==> src/rtl/fifo_umbrales_pkg.sv <==
// -----------------------------------------------------------------------------
// fifo_umbrales_pkg
// Shared constants for the thresholded FIFO (fifo_umbrales) and its memory.
//   DW_DEF / AW_DEF : default data width and address width (depth = 2**AW)
//   OP_*            : {write_accepted, read_accepted} codes used by the
//                     occupancy counter update
// The optional first-word-fall-through mode is selected by defining the
// FIFO_FWFT_EN macro at compile time; see fifo_umbrales.sv.
// -----------------------------------------------------------------------------
package fifo_umbrales_pkg;

    localparam int DW_DEF = 10;
    localparam int AW_DEF = 3;

    // {wr_acc, rd_acc}
    localparam logic [1:0] OP_NONE  = 2'b00;
    localparam logic [1:0] OP_READ  = 2'b01;
    localparam logic [1:0] OP_WRITE = 2'b10;
    localparam logic [1:0] OP_BOTH  = 2'b11;

endpackage

==> src/rtl/fifo_umbrales_mem.sv <==
// -----------------------------------------------------------------------------
// fifo_umbrales_mem
// 2**AW x DW register array: synchronous write, asynchronous read.
// Read registering is done by the parent so that both output modes share
// the same storage. Contents are not reset.
// Ports:
//   clk_i     clock
//   we_i      write strobe (already qualified by the parent)
//   waddr_i   write address
//   wdata_i   write data
//   raddr_i   read address
//   rdata_o   combinational read data at raddr_i
// -----------------------------------------------------------------------------
module fifo_umbrales_mem
    import fifo_umbrales_pkg::*;
#(
    parameter int DW = DW_DEF,
    parameter int AW = AW_DEF
) (
    input  logic          clk_i,
    input  logic          we_i,
    input  logic [AW-1:0] waddr_i,
    input  logic [DW-1:0] wdata_i,
    input  logic [AW-1:0] raddr_i,
    output logic [DW-1:0] rdata_o
);

    logic [DW-1:0] mem_q [2**AW];

    always_ff @(posedge clk_i) begin
        if (we_i) begin
            mem_q[waddr_i] <= wdata_i;
        end
    end

    assign rdata_o = mem_q[raddr_i];

endmodule

==> src/rtl/fifo_umbrales.sv <==
// -----------------------------------------------------------------------------
// fifo_umbrales
// Single-clock FIFO with programmable almost-full / almost-empty thresholds,
// occupancy output, read-valid strobe and a sticky overflow/underflow flag.
// Optional macro FIFO_FWFT_EN selects first-word-fall-through output mode;
// when undefined the output is a registered read with 1-cycle latency.
// Parameters:
//   tamano_datos    data width (DW)
//   tamano_direcion address width (AW), depth = 2**AW
// Ports:
//   clk           clock, rising edge
//   reset         asynchronous active-low reset
//   write_enable  push request
//   read_enable   pop request (acknowledge of presented word in FWFT mode)
//   data_in       push data
//   umbral_alto   almost_full threshold  (almost_full  = contador >= umbral_alto)
//   umbral_bajo   almost_empty threshold (almost_empty = contador <= umbral_bajo)
//   data_out      popped / presented word
//   valid         data_out carries a word
//   full, empty   occupancy == depth / == 0
//   almost_full, almost_empty  threshold flags (combinational)
//   error         sticky overflow/underflow flag, cleared only by reset
//   contador      occupancy 0..depth
// Handshake: a pop is accepted when read_enable & !empty; a push is accepted
// when write_enable & (!full | pop accepted). Requests that are not accepted
// are dropped and raise error.
// -----------------------------------------------------------------------------
module fifo_umbrales
    import fifo_umbrales_pkg::*;
#(
    parameter int tamano_datos    = DW_DEF,
    parameter int tamano_direcion = AW_DEF
) (
    input  logic                      clk,
    input  logic                      reset,
    input  logic                      write_enable,
    input  logic                      read_enable,
    input  logic [tamano_datos-1:0]   data_in,
    input  logic [tamano_direcion:0]  umbral_alto,
    input  logic [tamano_direcion:0]  umbral_bajo,
    output logic [tamano_datos-1:0]   data_out,
    output logic                      valid,
    output logic                      full,
    output logic                      empty,
    output logic                      almost_full,
    output logic                      almost_empty,
    output logic                      error,
    output logic [tamano_direcion:0]  contador
);

    localparam int DW = tamano_datos;
    localparam int AW = tamano_direcion;
    localparam logic [AW:0] DEPTH = {1'b1, {AW{1'b0}}};

    logic [AW-1:0] wr_ptr_q, wr_ptr_d;
    logic [AW-1:0] rd_ptr_q, rd_ptr_d;
    logic [AW:0]   cnt_q, cnt_d;
    logic          error_q, error_d;
    logic          rd_acc, wr_acc;
    logic          overflow, underflow;
    logic [DW-1:0] mem_rdata;

    // Flags straight from the counter so threshold changes show immediately.
    assign full         = (cnt_q == DEPTH);
    assign empty        = (cnt_q == '0);
    assign almost_full  = (cnt_q >= umbral_alto);
    assign almost_empty = (cnt_q <= umbral_bajo);
    assign contador     = cnt_q;
    assign error        = error_q;

    assign rd_acc    = read_enable & ~empty;
    assign wr_acc    = write_enable & (~full | rd_acc);
    assign overflow  = write_enable & full & ~rd_acc;
    assign underflow = read_enable & empty;

    // At full with a simultaneous pop, wr_ptr == rd_ptr; the asynchronous read
    // sees the pre-edge word while the write lands at the edge, so the pop
    // returns the old contents (read-before-write).
    fifo_umbrales_mem #(
        .DW (DW),
        .AW (AW)
    ) u_mem (
        .clk_i   (clk),
        .we_i    (wr_acc),
        .waddr_i (wr_ptr_q),
        .wdata_i (data_in),
        .raddr_i (rd_ptr_q),
        .rdata_o (mem_rdata)
    );

    always_comb begin
        wr_ptr_d = wr_ptr_q;
        rd_ptr_d = rd_ptr_q;
        cnt_d    = cnt_q;
        error_d  = error_q | overflow | underflow;
        if (wr_acc) begin
            wr_ptr_d = wr_ptr_q + 1'b1;
        end
        if (rd_acc) begin
            rd_ptr_d = rd_ptr_q + 1'b1;
        end
        case ({wr_acc, rd_acc})
            OP_WRITE: cnt_d = cnt_q + 1'b1;
            OP_READ:  cnt_d = cnt_q - 1'b1;
            default:  cnt_d = cnt_q;
        endcase
    end

    always_ff @(posedge clk or negedge reset) begin
        if (!reset) begin
            wr_ptr_q <= '0;
            rd_ptr_q <= '0;
            cnt_q    <= '0;
            error_q  <= 1'b0;
        end else begin
            wr_ptr_q <= wr_ptr_d;
            rd_ptr_q <= rd_ptr_d;
            cnt_q    <= cnt_d;
            error_q  <= error_d;
        end
    end

`ifdef FIFO_FWFT_EN
    // Head of the queue is presented whenever the FIFO holds data.
    assign valid    = ~empty;
    assign data_out = valid ? mem_rdata : '0;
`else
    logic [DW-1:0] data_out_q, data_out_d;
    logic          valid_q, valid_d;

    always_comb begin
        data_out_d = data_out_q;
        valid_d    = rd_acc;
        if (rd_acc) begin
            data_out_d = mem_rdata;
        end
    end

    always_ff @(posedge clk or negedge reset) begin
        if (!reset) begin
            data_out_q <= '0;
            valid_q    <= 1'b0;
        end else begin
            data_out_q <= data_out_d;
            valid_q    <= valid_d;
        end
    end

    assign data_out = data_out_q;
    assign valid    = valid_q;
`endif

endmodule

==> config.mk <==
export PLATFORM = sky130hd
export DESIGN_NAME = fifo_umbrales
export DESIGN_NICKNAME = d
export VERILOG_FILES = /design/src/rtl/fifo_umbrales_pkg.sv /design/src/rtl/fifo_umbrales_mem.sv /design/src/rtl/fifo_umbrales.sv
export SDC_FILE = /design/constraint.sdc
export NUM_CORES = 1
export LEC_CHECK = 0
export CORE_ASPECT_RATIO = 0.5
export CORE_UTILIZATION = 55
export DETAILED_ROUTE_END_ITERATION = 6
export GPL_TIMING_DRIVEN = 1
export PLACE_DENSITY = 0.77
export SYNTH_ARGS = -nofsm -noshare
export SYNTH_HDL_FRONTEND = slang
export SYNTH_HIERARCHICAL = 1
export SYNTH_SLANG_ARGS = --single-unit
==> constraint.sdc <==
create_clock -name clk -period 3.3 [get_ports clk]
set_input_delay 0.99 -clock clk [delete_from_list [all_inputs] [get_ports clk]]
set_output_delay 0.99 -clock clk [all_outputs]
set_load 0.1 [all_outputs]
==> metrics.txt, run 1 <==
# TYPE chip_impl_metric gauge
chip_impl_info{name="outcome",value="completed"} 1
chip_impl_metric{name="clk_path_buf_depth",unit=""} 2
chip_impl_metric{name="avgViaCountPerCell",unit=""} 5.55
chip_impl_metric{name="p_leak",unit="nW"} 2.01
chip_impl_metric{name="total_number_of_vias",unit=""} 2399
chip_impl_metric{name="boundaryPins",unit=""} 42
chip_impl_metric{name="initial_utilization",unit=""} 0.583
chip_impl_metric{name="die-area",unit="um2"} 8350
chip_impl_metric{name="placement_rows",unit=""} 22
chip_impl_metric{name="worst_ep_arrival_time",unit="ns"} 2.27
chip_impl_metric{name="filler_instances",unit=""} 464
chip_impl_metric{name="critical_path.max_fanout",unit=""} 2
chip_impl_metric{name="r2r.worst_path.cells",unit=""} 8
chip_impl_metric{name="wl",unit="um"} 8310
chip_impl_metric{name="cts_hold_buffers",unit=""} 0
chip_impl_metric{name="insertedDiodeCount",unit=""} 0
chip_impl_metric{name="critical_path_required_time",unit="ns"} 2.31
chip_impl_metric{name="number_of_buffers_created_by_cts",unit=""} 9
chip_impl_metric{name="core",unit="um2"} 7510
chip_impl_metric{name="finalCritPeriodShare",unit=""} 0.989
chip_impl_metric{name="grt_antenna_before_repair",unit=""} 0
chip_impl_metric{name="worstSkewPairLatency",unit="ns"} 0.34
chip_impl_metric{name="die_y",unit="um"} 65.1
chip_impl_metric{name="drt_iter0_markers",unit=""} 142
chip_impl_metric{name="antenna_violating_nets_post_route",unit=""} 0
chip_impl_metric{name="h-tree-depth",unit=""} 3
chip_impl_metric{name="drt_first_pass_iters",unit=""} 4
chip_impl_metric{name="place.detailed.instances",unit=""} 417
chip_impl_metric{name="netlist_instances",unit=""} 266
chip_impl_metric{name="timing.final.hold_violations",unit=""} 0
chip_impl_info{name="crit-reg2reg-capture",value="contador[2]"} 1
chip_impl_info{name="critical_path.startpoint_type",value="input port"} 1
chip_impl_info{name="critical_path_class",value="in2out"} 1
chip_impl_metric{name="ys_types",unit=""} 37
chip_impl_metric{name="instances_no_fill",unit=""} 432
chip_impl_metric{name="layout-area-overhead-vs-synth",unit="%"} 20.0
chip_impl_metric{name="number_of_synthesis_warnings",unit=""} 6
chip_impl_metric{name="cts_setup_buffers",unit=""} 0
chip_impl_metric{name="power-per-cell-area",unit="nW/um2"} 935
chip_impl_info{name="layout_common_cells",value="80 x sky130_fd_sc_hd__edfxtp_1, 42 x sky130_fd_sc_hd__nand2_1, 30 x sky130_fd_sc_hd__buf_4, 20 x sky130_fd_sc_hd__mux4_1, 19 x sky130_fd_sc_hd__clkdlybuf4s50_1"} 1
chip_impl_metric{name="aggregate_global_routing_overflow",unit=""} 0
chip_impl_metric{name="final_max_slew_viol_count",unit=""} 0
chip_impl_info{name="ys_dominant_reg_cell",value="sky130_fd_sc_hd__edfxtp_1"} 1
chip_impl_info{name="cp-end-kind",value="output pin"} 1
chip_impl_metric{name="final_net_count",unit=""} 352
chip_impl_metric{name="maxcap_violations",unit=""} 0
chip_impl_metric{name="grt_first_pass_wirelength",unit="um"} 12900
chip_impl_metric{name="worst_slew_pin_slew",unit="ns"} 0.819
chip_impl_metric{name="setup-tns-final",unit="ns"} 0
chip_impl_metric{name="clock_sink_count",unit=""} 102
chip_impl_info{name="root_buffer",value="sky130_fd_sc_hd__clkbuf_16"} 1
chip_impl_metric{name="via_count_of_the_first_global_routing_pass",unit=""} 2411
chip_impl_metric{name="routed_wire_length_per_instance",unit="um"} 19.2
chip_impl_metric{name="post-route-util",unit=""} 0.700
chip_impl_metric{name="postSynthAreaPerCell",unit="um2"} 16.5
chip_impl_info{name="reg2reg_from",value="contador[1]"} 1
chip_impl_metric{name="period_needed",unit="ns"} 3.26
chip_impl_metric{name="pin_count_of_the_biggest_net_entering_global_routing",unit=""} 23
chip_impl_metric{name="clk_pin_slew_worst_paths",unit="ns"} 0.07
chip_impl_metric{name="synth_enable_flop_cells",unit=""} 80
chip_impl_metric{name="fp.dieW",unit="um"} 128
chip_impl_metric{name="post_route_drc_violation_count",unit=""} 0
chip_impl_metric{name="post_route_cells_drive_above_1_share",unit=""} 0.235
chip_impl_metric{name="synth.ff_latch_count",unit=""} 102
chip_impl_info{name="rsz_0062_raised_after_global_routing",value="false"} 1
chip_impl_info{name="mostFrequentLayoutCell",value="sky130_fd_sc_hd__edfxtp_1"} 1
chip_impl_metric{name="clock.fmax",unit="GHz"} 0.306
chip_impl_metric{name="synth-seq-area-share",unit=""} 0.674
chip_impl_metric{name="synth-async-reset-ratio",unit=""} 0.216
chip_impl_info{name="worstSetupEndpoint",value="almost_empty"} 1
chip_impl_metric{name="net_count_synth",unit=""} 299
chip_impl_metric{name="global_route.usage.total",unit=""} 0.224
chip_impl_metric{name="setup_violations",unit=""} 0
chip_impl_metric{name="dp_hpwl",unit="um"} 5350
chip_impl_metric{name="timing.clock.skew",unit="ns"} 0.00870
chip_impl_info{name="timing.critical_path.from",value="umbral_bajo[3]"} 1
chip_impl_metric{name="total_power",unit="mW"} 4.92
chip_impl_metric{name="whs",unit="ns"} 0.483
chip_impl_metric{name="setup.reg_to_reg.worst_slack",unit="ns"} 0.81
chip_impl_metric{name="io_buffers",unit=""} 41
chip_impl_metric{name="timing.max_slew.rel_slack",unit=""} 0.454
chip_impl_metric{name="syn_area",unit="um2"} 4380
chip_impl_info{name="tritoncts",value="yes"} 1
chip_impl_metric{name="gp_congestion",unit=""} 0.816
chip_impl_metric{name="ir_worst_vdd",unit="mV"} 0.550
chip_impl_info{name="holdCritPathClass",value="reg2reg"} 1
-- routing by layer --
layer	vias up	track usage	routed length [um]
li1	1121	-	-
met5	-	0	0
met2	92	0.372	4210
met1	1178	0.281	3330
met4	0	0.0750	102
met3	8	0.0765	669
-- cells by family after synthesis --
kind of cell | count (synthesis) | share of synthesized area
flip-flops | 102 | 0.674
AND/OR/NAND/NOR | 72 | 0.0742
multiplexers | 34 | 0.156
buffers and inverters | 22 | 0.0240
AO/OA/AOI/OAI | 20 | 0.0314
adder cells (fa/ha/maj) | 11 | 0.0314
XOR/XNOR | 5 | 0.00999
-- per-stage QoR --
stage	worst slack [ns]	instance area, um2
after detailed placement	-0.194	4960
after global routing	0.000475	5260
final	0.0359	5260
after CTS	0.0197	5250
after global placement	-0.120	4960
after floorplan	-0.247	4420
-- worst min path at each step --
stage	startpoint	end	slack (ns)	depth (start not counted)
floorplan	wr_ptr_q[2]	wr_ptr_q[2]	0.46	1
global placement	data_out[1]	data_out[1]	0.46	2
detailed placement	error	error	0.47	1
CTS	error	error	0.49	1
global route	data_out[7]	data_out[7]	0.50	2
finish	error	error	0.48	1
-- synth_stat cells (3+ instances only) --
master,n,area share
sky130_fd_sc_hd__a21oi_1,7,0.0080
sky130_fd_sc_hd__nor2_1,14,0.012
sky130_fd_sc_hd__mux4_1,20,0.12
sky130_fd_sc_hd__ha_1,11,0.031
sky130_fd_sc_hd__o21ai_0,5,0.0057
sky130_fd_sc_hd__edfxtp_1,80,0.55
sky130_fd_sc_hd__inv_1,10,0.0086
sky130_fd_sc_hd__nor3_1,6,0.0068
sky130_fd_sc_hd__clkbuf_1,4,0.0034
sky130_fd_sc_hd__dfrtp_1,22,0.13
sky130_fd_sc_hd__xnor2_1,3,0.0060
sky130_fd_sc_hd__nand2_1,42,0.036
sky130_fd_sc_hd__mux2_2,12,0.031
sky130_fd_sc_hd__nand2b_1,3,0.0043
-- report_power, final --
group | switching, mW | internal [mW]
clock network | 0.437 | 0.513
logic | 1.33 | 0.733
registers | 0.243 | 1.66
-- what timing repair did --
item                       in CTS  in global routing
pin swaps                       5                  2
setup endpoints to repair       2                  1
gates resized for setup         9                  1
-- final cells by class --
type / instances / area (um2) / share of cell area
tap: 108 / 135 / 0.0257
timing repair buffer: 53 / 473 / 0.0899
inverter: 11 / 41.3 / 0.00785
multi-input combinational: 142 / 1380 / 0.262
clock inverter: 7 / 47.5 / 0.00904
sequential: 102 / 2960 / 0.563
clock buffer: 9 / 225 / 0.0428
-- worst max-delay path: stages --
cell	delay, ns
sky130_fd_sc_hd__clkdlybuf4s50_1	0.46
sky130_fd_sc_hd__inv_1	0.06
sky130_fd_sc_hd__ha_4	0.26
sky130_fd_sc_hd__nand2_1	0.08
sky130_fd_sc_hd__o21ai_1	0.15
sky130_fd_sc_hd__o21ai_2	0.09
sky130_fd_sc_hd__buf_12	0.17
-- state kept, by name, indices dropped and copies added (netlist names) --
| register | flops |
|---|---|
| data_out | 10 |
| valid | 1 |
| error | 1 |
| u_mem/mem_q | 80 |
| contador | 4 |
| rd_ptr_q | 3 |
| wr_ptr_q | 3 |
Power figures use the tool's default switching activity.
==> run 2: changes to the inputs <==
--- a/config.mk
+++ b/config.mk
@@ -7,8 +7,8 @@
 export LEC_CHECK = 0
 export CORE_ASPECT_RATIO = 0.5
-export CORE_UTILIZATION = 55
+export CORE_UTILIZATION = 57
 export DETAILED_ROUTE_END_ITERATION = 6
 export GPL_TIMING_DRIVEN = 1
-export PLACE_DENSITY = 0.77
+export PLACE_DENSITY = 0.8
 export SYNTH_ARGS = -nofsm -noshare
 export SYNTH_HDL_FRONTEND = slang
==> constraint.sdc (replaced) <==
create_clock -name clk -period 3.3 [get_ports clk]
set_input_delay 0.66 -clock clk [delete_from_list [all_inputs] [get_ports clk]]
set_output_delay 0.66 -clock clk [all_outputs]
set_load 0.1 [all_outputs]
==> run 2 against run 1 <==
Against the previous run:
- routed wire length is 0.71% lower
- fmax rose by 18%
- sequential cell count unchanged
- via count is 1.2% lower
- critical path type unchanged
==> metrics.txt, run 2 (synthesized netlist as in run 1, its figures left out) <==
# TYPE chip_impl_metric gauge
chip_impl_metric{name="global_route.usage.total",unit=""} 0.220
chip_impl_info{name="holdCritPathClass",value="reg2reg"} 1
chip_impl_metric{name="final_net_count",unit=""} 350
chip_impl_metric{name="gp_congestion",unit=""} 0.800
chip_impl_metric{name="post_route_cells_drive_above_1_share",unit=""} 0.218
chip_impl_metric{name="cpPeakStageDelay",unit="ns"} 0.45
chip_impl_info{name="critical_path_class",value="in2out"} 1
chip_impl_metric{name="timing.max_slew.rel_slack",unit=""} 0.452
chip_impl_metric{name="multi_input_area",unit="um2"} 1340
chip_impl_metric{name="clock.fmax",unit="GHz"} 0.362
chip_impl_metric{name="filler_instances",unit=""} 457
chip_impl_metric{name="via_count_of_the_first_global_routing_pass",unit=""} 2343
chip_impl_info{name="tritoncts",value="yes"} 1
chip_impl_metric{name="pin_count_of_the_biggest_net_entering_global_routing",unit=""} 23
chip_impl_info{name="outcome",value="completed"} 1
chip_impl_metric{name="seq_cell_area",unit="um2"} 2960
chip_impl_info{name="crit-reg2reg-capture",value="contador[2]"} 1
chip_impl_metric{name="final_max_slew_viol_count",unit=""} 0
chip_impl_metric{name="largest_register_ffs",unit=""} 80
chip_impl_info{name="timing.critical_path.from",value="umbral_alto[1]"} 1
chip_impl_metric{name="fp.dieW",unit="um"} 126
chip_impl_metric{name="timing.final.hold_violations",unit=""} 0
chip_impl_metric{name="post_route_drc_violation_count",unit=""} 0
chip_impl_metric{name="avgViaCountPerCell",unit=""} 5.69
chip_impl_info{name="layout_common_cells",value="80 x sky130_fd_sc_hd__edfxtp_1, 42 x sky130_fd_sc_hd__nand2_1, 28 x sky130_fd_sc_hd__buf_4, 21 x sky130_fd_sc_hd__clkdlybuf4s50_1, 20 x sky130_fd_sc_hd__mux4_1"} 1
chip_impl_metric{name="wl",unit="um"} 8250
chip_impl_metric{name="cts_resized",unit=""} 0
chip_impl_metric{name="period_needed",unit="ns"} 2.77
chip_impl_metric{name="cts_hold_buffers",unit=""} 0
chip_impl_metric{name="layout-area-overhead-vs-synth",unit="%"} 19.0
chip_impl_metric{name="r2r.worst_path.cells",unit=""} 8
chip_impl_metric{name="total_power",unit="mW"} 4.97
chip_impl_info{name="rsz_0062_raised_after_global_routing",value="false"} 1
chip_impl_info{name="root_buffer",value="sky130_fd_sc_hd__clkbuf_16"} 1
chip_impl_metric{name="drt_iter0_markers",unit=""} 155
chip_impl_metric{name="clk_path_buf_depth",unit=""} 2
chip_impl_metric{name="initial_utilization",unit=""} 0.594
chip_impl_metric{name="io_buffers",unit=""} 41
chip_impl_metric{name="drt_first_pass_iters",unit=""} 4
chip_impl_metric{name="worst_ep_arrival_time",unit="ns"} 2.11
chip_impl_metric{name="critical_path_required_time",unit="ns"} 2.64
chip_impl_metric{name="core",unit="um2"} 7380
chip_impl_info{name="cp-end-kind",value="output pin"} 1
chip_impl_metric{name="worst_slew_pin_slew",unit="ns"} 0.823
chip_impl_metric{name="setup_violations",unit=""} 0
chip_impl_metric{name="timing.clock.skew",unit="ns"} 0.00879
chip_impl_info{name="reg2reg_from",value="contador[2]"} 1
chip_impl_metric{name="aggregate_global_routing_overflow",unit=""} 0
chip_impl_metric{name="setup-tns-final",unit="ns"} 0
chip_impl_metric{name="h-tree-depth",unit=""} 3
chip_impl_metric{name="maxcap_violations",unit=""} 0
chip_impl_metric{name="grt_first_pass_wirelength",unit="um"} 12600
chip_impl_metric{name="die-area",unit="um2"} 8070
chip_impl_metric{name="number_of_buffers_created_by_cts",unit=""} 9
chip_impl_info{name="cp_cell_sequence",value="clkdlybuf4s50_1, inv_1, ha_1, a21boi_0, o21ai_0, a21oi_4, buf_12"} 1
chip_impl_metric{name="setup.reg_to_reg.worst_slack",unit="ns"} 0.60
chip_impl_metric{name="dp_hpwl",unit="um"} 4970
chip_impl_metric{name="p_leak",unit="nW"} 2.01
chip_impl_info{name="worst_path_max_delay_cell",value="sky130_fd_sc_hd__clkdlybuf4s50_1"} 1
chip_impl_metric{name="finalCritPeriodShare",unit=""} 0.838
chip_impl_metric{name="die_y",unit="um"} 64.0
chip_impl_info{name="hold_path.startpoint",value="error"} 1
chip_impl_metric{name="cts_setup_buffers",unit=""} 0
chip_impl_metric{name="placement_rows",unit=""} 22
chip_impl_info{name="whs_endpoint",value="error"} 1
chip_impl_metric{name="clock_sink_count",unit=""} 102
chip_impl_metric{name="power-per-cell-area",unit="nW/um2"} 952
chip_impl_metric{name="routed_wire_length_per_instance",unit="um"} 19.8
chip_impl_metric{name="grt_antenna_before_repair",unit=""} 0
chip_impl_info{name="mostFrequentLayoutCell",value="sky130_fd_sc_hd__edfxtp_1"} 1
chip_impl_info{name="registers.top_by_ff_count",value="u_mem/mem_q"} 1
chip_impl_metric{name="insertedDiodeCount",unit=""} 0
chip_impl_metric{name="cell_count_of_the_worst_hold_path",unit=""} 1
chip_impl_metric{name="boundaryPins",unit=""} 42
chip_impl_metric{name="antenna_violating_nets_post_route",unit=""} 0
chip_impl_metric{name="clk_pin_slew_worst_paths",unit="ns"} 0.06
chip_impl_metric{name="ir_worst_vdd",unit="mV"} 0.520
chip_impl_metric{name="total_number_of_vias",unit=""} 2371
chip_impl_metric{name="critical_path.max_fanout",unit=""} 1
chip_impl_info{name="critical_path.startpoint_type",value="input port"} 1
chip_impl_metric{name="worstSkewPairLatency",unit="ns"} 0.34
run 2: cell count changes in the layout (fill, tap and decap cells not counted), moves of 2 or more:
cell / change
sky130_fd_sc_hd__buf_4: -2
sky130_fd_sc_hd__ha_1: +2
sky130_fd_sc_hd__clkinv_1: -2
sky130_fd_sc_hd__dlygate4sd2_1: -2
sky130_fd_sc_hd__clkdlybuf4s50_1: +2
sky130_fd_sc_hd__o21ai_0: +2
sky130_fd_sc_hd__ha_4: -2
run 2: layout make-up:
type | count | share of cell area
tap | 96 | 0.0230
sequential | 102 | 0.567
inverter | 11 | 0.00791
clock inverter | 6 | 0.0132
timing repair buffer | 51 | 0.0882
clock buffer | 9 | 0.0432
multi-input combinational | 142 | 0.257
run 2: worst max path at each step:
stage	slack, ns	endpoint	depth (start not counted)
CTS	0.53	almost_full	7
global placement	0.45	contador[2]	8
detailed placement	0.34	contador[2]	8
finish	0.53	almost_full	7
global route	0.40	contador[2]	8
floorplan	0.01	contador[0]	5
run 2: through the flow:
stage / utilization / instances / setup slack [ns] / hold slack, ns / cell area [um2]
after CTS: 0.707 / 417 / 0.526 / 0.485 / 5220
after global routing: 0.707 / 417 / 0.405 / 0.499 / 5220
after floorplan: - / 266 / 0.0147 / 0.364 / 4410
final: 0.707 / 417 / 0.535 / 0.481 / 5220
after detailed placement: 0.667 / 402 / 0.340 / 0.469 / 4920
after global placement: 0.667 / 402 / 0.447 / 0.463 / 4920
run 2: critical path, delay by kind of cell:
| kind | cells | cell delay, ns |
|---|---|---|
| AO/OA/AOI/OAI | 3 | 0.50 |
| buffers and inverters | 3 | 0.67 |
| adder cells (fa/ha/maj) | 1 | 0.27 |
run 2: layer usage:
layer  routed length [um]  up-vias  global-route usage
met3                  664        8              0.0519
li1                     -     1118                   -
met5                    0        -                   0
met2                 3840       97               0.352
met4                   79        0              0.0617
met1                 3670     1148               0.308
run 2: power breakdown:
group / internal, mW / total [mW] / switching, mW
clock: 0.589 / 1.04 / 0.449
sequential: 1.66 / 1.91 / 0.243
combinational: 0.712 / 2.03 / 1.31
